### config.mk
export PLATFORM = sky130hd
export DESIGN_NAME = seq_alu
export DESIGN_NICKNAME = d
export VERILOG_FILES = /design/src/rtl/seq_alu_pkg.sv /design/src/rtl/seq_alu_div.sv /design/src/rtl/seq_alu.sv
export SDC_FILE = /design/constraint.sdc
export NUM_CORES = 1
export LEC_CHECK = 0
export ABC_CLOCK_PERIOD_IN_PS = 6400
export BUFFER_PORTS_ARGS = -buffer_cell sky130_fd_sc_hd__buf_2
export CAP_MARGIN = 20
export CORE_MARGIN = 2
export CORE_UTILIZATION = 30
export CTS_BUF_LIST = sky130_fd_sc_hd__clkbuf_16
export DETAILED_ROUTE_END_ITERATION = 8
export GPL_ROUTABILITY_DRIVEN = 1
export PLACE_DENSITY = 0.53
export REMOVE_ABC_BUFFERS = 1
export SLEW_MARGIN = 25
export SYNTH_ARGS = -nofsm -noshare
export SYNTH_HDL_FRONTEND = slang
export SYNTH_SLANG_ARGS = --single-unit
export TNS_END_PERCENT = 10
### constraint.sdc
create_clock -name clk -period 6.4 [get_ports clk]
set_clock_uncertainty 0.2 [all_clocks]
set_input_delay 0.32 -clock clk [delete_from_list [all_inputs] [get_ports clk]]
set_output_delay 0.32 -clock clk [all_outputs]
set_load 0.005 [all_outputs]
### src/rtl/seq_alu_pkg.sv
// Shared types for the sequential ALU: opcode set, control states and the status flag bundle.
package seq_alu_pkg;

  typedef enum logic [4:0] {
    OP_ADD  = 5'd0,  OP_SUB  = 5'd1,  OP_MUL  = 5'd2,  OP_DIV  = 5'd3,
    OP_INC  = 5'd4,  OP_DEC  = 5'd5,  OP_NEG  = 5'd6,  OP_ABS  = 5'd7,
    OP_AND  = 5'd8,  OP_OR   = 5'd9,  OP_XOR  = 5'd10, OP_NOT  = 5'd11,
    OP_NAND = 5'd12, OP_NOR  = 5'd13, OP_XNOR = 5'd14, OP_ANDN = 5'd15,
    OP_SHL  = 5'd16, OP_SHR  = 5'd17, OP_ASR  = 5'd18, OP_ROL1 = 5'd19,
    OP_ROR1 = 5'd20, OP_ROL2 = 5'd21, OP_ROR2 = 5'd22, OP_SWAP = 5'd23,
    OP_EQ   = 5'd24, OP_NE   = 5'd25, OP_GT   = 5'd26, OP_LT   = 5'd27,
    OP_SET  = 5'd28, OP_CLR  = 5'd29, OP_TGL  = 5'd30, OP_PAR  = 5'd31
  } opcode_e;

  typedef enum logic [1:0] {
    IDLE = 2'd0,
    DIV  = 2'd1,
    OUT  = 2'd2
  } state_e;

  typedef struct packed {
    logic carry;
    logic zero;
    logic overflow;
    logic negative;
    logic error;
  } flags_t;

  localparam flags_t FLAGS_RST = '{carry: 1'b0, zero: 1'b1, overflow: 1'b0,
                                   negative: 1'b0, error: 1'b0};

endpackage

### src/rtl/seq_alu_div.sv
// Restoring divider, one quotient bit per cycle MSB first; the first step runs on the start edge.
module seq_alu_div
  import seq_alu_pkg::*;
#(
  parameter int WIDTH = 8
) (
  input  logic             clk,
  input  logic             reset,
  input  logic             start_i,
  input  logic [WIDTH-1:0] a_i,
  input  logic [WIDTH-1:0] b_i,
  output logic             done_o,
  output logic [WIDTH-1:0] quotient_o,
  output logic [WIDTH-1:0] remainder_o
);

  localparam int CW = $clog2(WIDTH) + 1;
  localparam logic [CW-1:0] LAST = CW'(WIDTH);

  logic [WIDTH-1:0] rem_q, quo_q, dvs_q;
  logic [WIDTH-1:0] rem_d, quo_d;
  logic [WIDTH-1:0] rem_src, quo_src, dvs_src;
  logic [WIDTH:0]   trial;
  logic [CW-1:0]    cnt_q;
  logic             busy_q;

  // quo holds the not-yet-consumed dividend bits on the left and quotient bits shifting in on the right
  always_comb begin
    rem_src = start_i ? '0  : rem_q;
    quo_src = start_i ? a_i : quo_q;
    dvs_src = start_i ? b_i : dvs_q;
    trial   = {rem_src, quo_src[WIDTH-1]} - {1'b0, dvs_src};
    if (trial[WIDTH]) begin
      rem_d = {rem_src[WIDTH-2:0], quo_src[WIDTH-1]};
      quo_d = {quo_src[WIDTH-2:0], 1'b0};
    end else begin
      rem_d = trial[WIDTH-1:0];
      quo_d = {quo_src[WIDTH-2:0], 1'b1};
    end
  end

  always_ff @(posedge clk) begin
    if (reset) begin
      busy_q <= 1'b0;
      cnt_q  <= '0;
    end else if (start_i) begin
      busy_q <= 1'b1;
      cnt_q  <= CW'(1);
    end else if (busy_q) begin
      if (cnt_q == LAST) busy_q <= 1'b0;
      else               cnt_q  <= cnt_q + CW'(1);
    end
  end

  always_ff @(posedge clk) begin
    if (start_i || (busy_q && (cnt_q != LAST))) begin
      rem_q <= rem_d;
      quo_q <= quo_d;
      dvs_q <= dvs_src;
    end
  end

  assign done_o      = busy_q && (cnt_q == LAST);
  assign quotient_o  = quo_q;
  assign remainder_o = rem_q;

endmodule

### src/rtl/seq_alu.sv
// Handshaked 32-op ALU with one-entry output register; the iterative divider is built only
// when SEQ_ALU_DIV_EN is defined, otherwise divide reports error in a single cycle.
module seq_alu
  import seq_alu_pkg::*;
#(
  parameter int WIDTH = 8
) (
  input  logic               clk,
  input  logic               reset,
  input  logic               in_valid,
  output logic               in_ready,
  input  logic [WIDTH-1:0]   a,
  input  logic [WIDTH-1:0]   b,
  input  logic [4:0]         opcode,
  output logic               out_valid,
  input  logic               out_ready,
  output logic [2*WIDTH-1:0] result,
  output logic               carry,
  output logic               zero,
  output logic               overflow,
  output logic               negative,
  output logic               error
);

  localparam int MSB  = WIDTH - 1;
  localparam int IDXW = $clog2(WIDTH);
  localparam logic [WIDTH-1:0] ONE     = WIDTH'(1);
  localparam logic [WIDTH-1:0] W_VAL   = WIDTH'(WIDTH);
  localparam logic [WIDTH-1:0] MIN_NEG = {1'b1, {(WIDTH-1){1'b0}}};
  localparam logic [WIDTH-1:0] MAX_POS = ~MIN_NEG;

  state_e               state_q;
  logic [2*WIDTH-1:0]   result_q;
  flags_t               flags_q;

  opcode_e              op;
  logic signed [WIDTH-1:0] a_s;
  logic [2*WIDTH-1:0]   res_d;
  logic [WIDTH-1:0]     lo_d, mask_d;
  logic [WIDTH:0]       ext_d;
  logic                 wide_d, in_rng_d;
  flags_t               flg_d;
  logic                 accept, div_start;

  assign op       = opcode_e'(opcode);
  assign a_s      = a;
  assign mask_d   = ONE << b[IDXW-1:0];
  assign in_rng_d = (b < W_VAL);
  assign accept   = in_valid && in_ready;

  always_comb begin
    lo_d   = '0;
    ext_d  = '0;
    res_d  = '0;
    flg_d  = '0;
    wide_d = 1'b0;
    case (op)
      OP_ADD: begin
        ext_d          = {1'b0, a} + {1'b0, b};
        lo_d           = ext_d[WIDTH-1:0];
        flg_d.carry    = ext_d[WIDTH];
        flg_d.overflow = (a[MSB] == b[MSB]) && (lo_d[MSB] != a[MSB]);
      end
      OP_SUB: begin
        ext_d          = {1'b0, a} - {1'b0, b};
        lo_d           = ext_d[WIDTH-1:0];
        flg_d.carry    = ext_d[WIDTH];
        flg_d.overflow = (a[MSB] != b[MSB]) && (lo_d[MSB] != a[MSB]);
      end
      OP_MUL: begin
        wide_d = 1'b1;
        res_d  = {{WIDTH{1'b0}}, a} * {{WIDTH{1'b0}}, b};
      end
      // Only reached for a zero divisor or a build without the divider.
      OP_DIV: begin
        wide_d      = 1'b1;
        flg_d.error = 1'b1;
      end
      OP_INC:  begin lo_d = a + ONE; flg_d.overflow = (a == MAX_POS); end
      OP_DEC:  begin lo_d = a - ONE; flg_d.overflow = (a == MIN_NEG); end
      OP_NEG:  begin lo_d = -a_s;    flg_d.overflow = (a == MIN_NEG); end
      OP_ABS:  begin lo_d = a_s[MSB] ? -a_s : a_s; flg_d.overflow = (a == MIN_NEG); end
      OP_AND:  lo_d = a & b;
      OP_OR:   lo_d = a | b;
      OP_XOR:  lo_d = a ^ b;
      OP_NOT:  lo_d = ~a;
      OP_NAND: lo_d = ~(a & b);
      OP_NOR:  lo_d = ~(a | b);
      OP_XNOR: lo_d = ~(a ^ b);
      OP_ANDN: lo_d = a & ~b;
      OP_SHL:  begin lo_d = {a[MSB-1:0], 1'b0}; flg_d.carry = a[MSB]; end
      OP_SHR:  begin lo_d = {1'b0, a[MSB:1]};   flg_d.carry = a[0];   end
      OP_ASR:  begin lo_d = a_s >>> 1;          flg_d.carry = a[0];   end
      OP_ROL1: lo_d = {a[MSB-1:0], a[MSB]};
      OP_ROR1: lo_d = {a[0], a[MSB:1]};
      OP_ROL2: lo_d = {a[MSB-2:0], a[MSB:MSB-1]};
      OP_ROR2: lo_d = {a[1:0], a[MSB:2]};
      OP_SWAP: lo_d = {a[WIDTH/2-1:0], a[MSB:WIDTH/2]};
      OP_EQ:   lo_d = {{(WIDTH-1){1'b0}}, a == b};
      OP_NE:   lo_d = {{(WIDTH-1){1'b0}}, a != b};
      OP_GT:   lo_d = {{(WIDTH-1){1'b0}}, a > b};
      OP_LT:   lo_d = {{(WIDTH-1){1'b0}}, a < b};
      OP_SET:  lo_d = in_rng_d ? (a | mask_d)  : a;
      OP_CLR:  lo_d = in_rng_d ? (a & ~mask_d) : a;
      OP_TGL:  lo_d = in_rng_d ? (a ^ mask_d)  : a;
      OP_PAR:  lo_d = {{(WIDTH-1){1'b0}}, ^a};
      default: lo_d = '0;
    endcase
    if (!wide_d) res_d = {{WIDTH{1'b0}}, lo_d};
    flg_d.zero     = (res_d == '0);
    flg_d.negative = wide_d ? res_d[2*WIDTH-1] : res_d[MSB];
  end

`ifdef SEQ_ALU_DIV_EN
  logic             div_done;
  logic [WIDTH-1:0] div_quo, div_rem;
  flags_t           div_flg;

  assign div_start = accept && (op == OP_DIV) && (b != '0);

  seq_alu_div #(.WIDTH(WIDTH)) u_div (
    .clk         (clk),
    .reset       (reset),
    .start_i     (div_start),
    .a_i         (a),
    .b_i         (b),
    .done_o      (div_done),
    .quotient_o  (div_quo),
    .remainder_o (div_rem)
  );

  always_comb begin
    div_flg          = '0;
    div_flg.zero     = ({div_rem, div_quo} == '0);
    div_flg.negative = div_rem[MSB];
  end
`else
  assign div_start = 1'b0;
`endif

  always_ff @(posedge clk) begin
    if (reset) begin
      state_q  <= IDLE;
      result_q <= '0;
      flags_q  <= FLAGS_RST;
    end else begin
`ifdef SEQ_ALU_DIV_EN
      if (state_q == DIV) begin
        if (div_done) begin
          state_q  <= OUT;
          result_q <= {div_rem, div_quo};
          flags_q  <= div_flg;
        end
      end else
`endif
      if (accept) begin
        if (div_start) begin
          state_q <= DIV;
        end else begin
          state_q  <= OUT;
          result_q <= res_d;
          flags_q  <= flg_d;
        end
      end else if ((state_q == OUT) && out_ready) begin
        state_q <= IDLE;
      end
    end
  end

  assign in_ready  = (state_q == IDLE) || ((state_q == OUT) && out_ready);
  assign out_valid = (state_q == OUT);
  assign result    = result_q;
  assign carry     = flags_q.carry;
  assign zero      = flags_q.zero;
  assign overflow  = flags_q.overflow;
  assign negative  = flags_q.negative;
  assign error     = flags_q.error;

endmodule

# == Word-level counts from Yosys, hierarchy flattened ==
# Cells that the tools add are included.
# totals
wordCells,96
output_inout_bits,23
input_bits,25
regBits,22
# op_classes
n_bitwise,13
addsub,5
n_mul,1
n_shift,1
n_eq_ne,39
n_reduce_logical,13
muxes,14
magnitude_cmp,3
# op_table
op,n
$pmux W8 S30,1
$eq A5 B5 Y1 const B,16
$not A8 Y8,6
$eq A5 B4 Y1 const B,8
$mux W16,2
$mux W8,4
$and A8 B8 Y8,3
$eq A5 B3 Y1 const B,4
$logic_not A16 Y1,1
$mul A8 B8 Y16,1
$or A8 B8 Y8,2
$xor A8 B8 Y8,2
$eq A5 B2 Y1 const B,2
$add A8 B8 Y9,1
$sub A8 B8 Y9,1
$add A8 B1 Y8 const B,1
$eq A8 B7 Y1 const B,1
$eq A8 B8 Y1,1
$eq A8 B8 Y1 const B,1
$gt A8 B8 Y1,1
$lt A8 B4 Y1 const B,1
$lt A8 B8 Y1,1
$ne A8 B8 Y1,1
$neg A8 Y8,1
other kinds (16),26

# == Longest topological paths before layout ==
# depth
ltp_word,7
ltp_mapped,21
mapped_depth_nobuf,19

# == Worst setup path before layout ==
# No wires, ideal clock.
# synth_path
kind,input to register
start,input port a[2]
end,"register flags_q, in the netlist zero"
slack_ns,1.414
setup_ns,0.096
stages,18
arrival_time_ns,4.691
t_required_ns,6.104
path_buffers,1
path_cell_list,clkbuf_1 > clkinv_1 > nor2_1 > fa_1 > fa_1 > fa_1 > inv_1 > fa_1 > inv_1 > ha_1 > nor3_1 > o21ai_0 > a41o_1 > a31oi_1 > xnor2_1 > nand2_1 > inv_1 > o41ai_2
# synth_between
elab_chain_cells,5
# synth_rtl
item,line,text
start: declaration,seq_alu.sv:12,"input logic [WIDTH-1:0] a,"
branches (longest 3 deep; another with $mul A8 B8 Y16),-,
$mux W16 *,seq_alu.sv:109,"if (!wide_d) res_d = {{WIDTH{1'b0}}, lo_d};"
$logic_not A16 Y1 *,seq_alu.sv:110,flg_d.zero = (res_d == '0);
end signal: assignment,seq_alu.sv:162,flags_q <= flg_d;
end: declaration,seq_alu.sv:34,flags_t flags_q;
# Mark *: on every way between the ends.
# A chain may end at the register's enable or synchronous reset.

# == Worst setup path in the final report ==
# layout_path
start,input port a[1]
end,"register flags_q, in the netlist zero"
# The elaborated chain is that of the path after synthesis.

==> flow_metrics.env <==
export IMPL_outcome="completed"
export IMPL_ant_nets=0
export IMPL_wire_per_inst_microns=22.11
export IMPL_critPathMaxFanout=14
export IMPL_cpMostUsedCell="fa_1"
export IMPL_worstSetupStartpoint="a[1]"
export IMPL_antenna_found_initial=0
export IMPL_synth_cells=846
export IMPL_holdWs_ps=121.8
export IMPL_drv_slew=0
export IMPL_core_rowCount=53
export IMPL_power_frac_clock=0.113
export IMPL_totalPowerFinal_mw=1.129
export IMPL_syn_area_sq_mm=0.006351
export IMPL_final_cell_count_no_fill=1142
export IMPL_first_pass_iters=5
export IMPL_viasPerCell=5.789
export IMPL_cts_setup_buffers=0
export IMPL_setup_violations=0
export IMPL_clockBufferDepth=2
export IMPL_nNetsFinal=1020
export IMPL_synth_most_common_cell="nor2_1"
export IMPL_vias=6611
export IMPL_crit_chain="buf_2, buf_4, nand2_1, fa_1, fa_1, inv_1, fa_1, inv_1, fa_1, inv_1, ha_1, and3_1, a221oi_1, a21oi_1, xnor2_1, nor2_1, nor4b_1, nand4b_1, o41ai_2"
export IMPL_synth_common_cells="108 x nor2_1, 87 x ha_1, 70 x inv_1"
export IMPL_critPathArrivalTime_ps=5300
export IMPL_startpoint_type="input port"
export IMPL_clk_latency_ps=250
export IMPL_synth_edf_count=0
export IMPL_core_sq_mm=0.02089
export IMPL_grt_pass1_vias=6542
export IMPL_start_util=0.3040
export IMPL_drc=0
export IMPL_grt_overflow_total=0
export IMPL_tightest_slew_ps=1062
export IMPL_synth_largest_area_cell="ha_1"
export IMPL_die_h_microns=149.5
export IMPL_hold_viol_final=0
export IMPL_cts_buffers=3
export IMPL_slew_headroom=0.2853
export IMPL_clock_sink_count=22
export IMPL_peakVddDrop_v=0.00008656
export IMPL_grt_pass1_wl_mm=38.61
export IMPL_min_from="in_valid"
export IMPL_grtUsageTotal=0.2262
export IMPL_p_per_area_mw_per_mm2=162.9
export IMPL_globalplace_congestion=1.076
export IMPL_final_util=0.3318
export IMPL_power_switching_mw=0.5742
export IMPL_io_buffers=47
export IMPL_rsz0062_at_grt="false"
export IMPL_hold_buffers=0
export IMPL_cts_resized=0
export IMPL_switching_share=0.5086
export IMPL_grt_max_degree=44
export IMPL_crit_family="adder cells"
export IMPL_synthArstFlopShare=0
export IMPL_slowest_delay_ps=550
export IMPL_crit_type="in -> reg"
export IMPL_pwr_share_seq=0.132
export IMPL_num_antenna_cells=0
export IMPL_clockRootBuffer="clkbuf_16"
export IMPL_wl_mm=25.25
export IMPL_synth_seq_cells=22
export IMPL_dpl_hpwl_mm=19.54
export IMPL_clk_pin_slew_ps=50
export IMPL_crit_buf_inv=5
export IMPL_multiInputGateArea_sq_mm=0.005393
export IMPL_synth_warnings=0
export IMPL_htree_levels=1
export IMPL_r2r_start="state_q[1]"
export IMPL_cp_end_kind="flop"
export IMPL_io_pins=48
export IMPL_combPwrFrac=0.755
export IMPL_cp_required_ps=6360
export IMPL_yosysSeqAreaShare=0.06935
export IMPL_ys_top_cells_by_area="ha_1 17%, fa_1 12%, dfxtp_1 6.9%"
export IMPL_die_w_microns=149.5
export IMPL_synth_cell_type_count=77
export IMPL_post_route_min_period_ps=5345
export IMPL_dieArea_sq_mm=0.02235
export IMPL_regArea_sq_um=440.4
export IMPL_min_path_type="in -> reg"
export IMPL_avgSynthCellArea_sq_um=7.507
export IMPL_maxCapViolCount=0
export IMPL_dp_cells=1139
export IMPL_syn_to_final_growth_pct=9.121
export IMPL_cp_slowest_cell="a221oi_1"
export IMPL_layout_drive_gt1_share=0.1003
export IMPL_leakage_nw=3.174
export IMPL_fin_setup_tns_ps=0
export IMPL_yosysTopAreaCellShare=0.1714
export IMPL_p_int_mw=0.5549
export IMPL_timing_fmax_ghz=0.1871
export IMPL_fillers=2291
export IMPL_synth_flop_cell="dfxtp_1"
export IMPL_drtIter0Drc=601
export IMPL_cts_tree="done"
export IMPL_fin_crit_sh=0.8352
==> registers in the layout, summed over array words and instances (netlist names) <==
signal / count
state_q: 1
error: 1
negative: 1
zero: 1
carry: 1
result: 16
overflow: 1
==> worst register-to-register path, delay by kind of cell (launching register included) <==
family	cells	cell delay [ps]
compound gates	3	1120
buf+inv	1	270
simple gates	5	870
flops	1	300
==> power groups by stage <==
stage	clock [mW]	sequential (mW)	combinational, mW
global route	0.138	0.150	0.950
floorplan	0	0.153	0.567
finish	0.128	0.149	0.852
detailed placement	0	0.152	0.838
global placement	0	0.152	0.845
CTS	0.132	0.149	0.844
==> stage by stage <==
stage | instance area [sq um] | setup slack [ps]
3_5_place_dp | 6855 | 836.9
5_1_grt | 6930 | 643.6
3_3_place_gp | 6855 | 899.4
4_1_cts | 6930 | 1064
6_report | 6930 | 1055
2_1_floorplan | 6117 | 1671
==> layout by cell type, fill, tap and decap left out, types with 5 or more instances in the layout <==
cell | Yosys | layout
a211oi_1 | 14 | 14
a21o_1 | 14 | 14
a21oi_1 | 43 | 43
a221oi_1 | 8 | 8
a22oi_1 | 10 | 10
a31oi_1 | 5 | 5
and2_1 | 10 | 10
and3_1 | 11 | 11
buf_2 | 10 | 47
buf_4 | 5 | 21
clkinv_1 | 5 | 5
dfxtp_1 | 22 | 22
fa_1 | 39 | 39
ha_1 | 87 | 87
inv_1 | 70 | 70
mux2i_1 | 11 | 11
nand2_1 | 60 | 60
nand2b_1 | 13 | 13
nand3_1 | 32 | 32
nand4_1 | 9 | 9
nor2_1 | 108 | 108
nor2b_1 | 18 | 18
nor3_1 | 22 | 22
nor3b_1 | 6 | 6
nor4_1 | 9 | 9
o2111ai_1 | 5 | 5
o21ai_0 | 15 | 15
o21bai_1 | 5 | 5
o22ai_1 | 8 | 8
xnor2_1 | 32 | 32
xor2_1 | 18 | 18
==> worst paths after layout <==
kind / depth (start not counted) / end / slack (ps)
setup / recovery: 19 / zero / 1050
hold / removal: 3 / state_q[1] / 120
setup reg to reg: 9 / zero / 3540
hold reg to reg: 2 / result[11] / 250
==> routing by layer <==
| layer | vias up | part of all wire | GRT usage |
|---|---|---|---|
| met5 | - | 0 | 0 |
| met4 | 0 | 0.048 | 0.09238 |
| met3 | 74 | 0.074 | 0.03811 |
| met2 | 289 | 0.45 | 0.3612 |
| met1 | 3217 | 0.43 | 0.3024 |
| li1 | 3031 | - | - |
==> cell families (layout without fill, tap and decap cells) <==
| family | after synthesis | count (layout) | synth area share |
|---|---|---|---|
| muxes | 13 | 13 | 0.02088 |
| buffers and inverters | 126 | 147 | 0.08176 |
| adders and majority gates | 126 | 126 | 0.2943 |
| DFF | 22 | 22 | 0.06935 |
| xor gates and xnor gates | 50 | 50 | 0.06895 |
| AOI/OAI and AO/OA | 183 | 183 | 0.2082 |
| and+or+nand+nor | 326 | 326 | 0.2565 |
==> area by class of cell <==
cell class | count | area share
sequential | 22 | 0.06355
clock buffer | 3 | 0.01083
tap | 275 | 0.04965
multi-input combinational | 698 | 0.7781
inverter | 76 | 0.04116
timing repair buffer | 68 | 0.05669
Note: power is estimated with default switching activity, not from simulation.
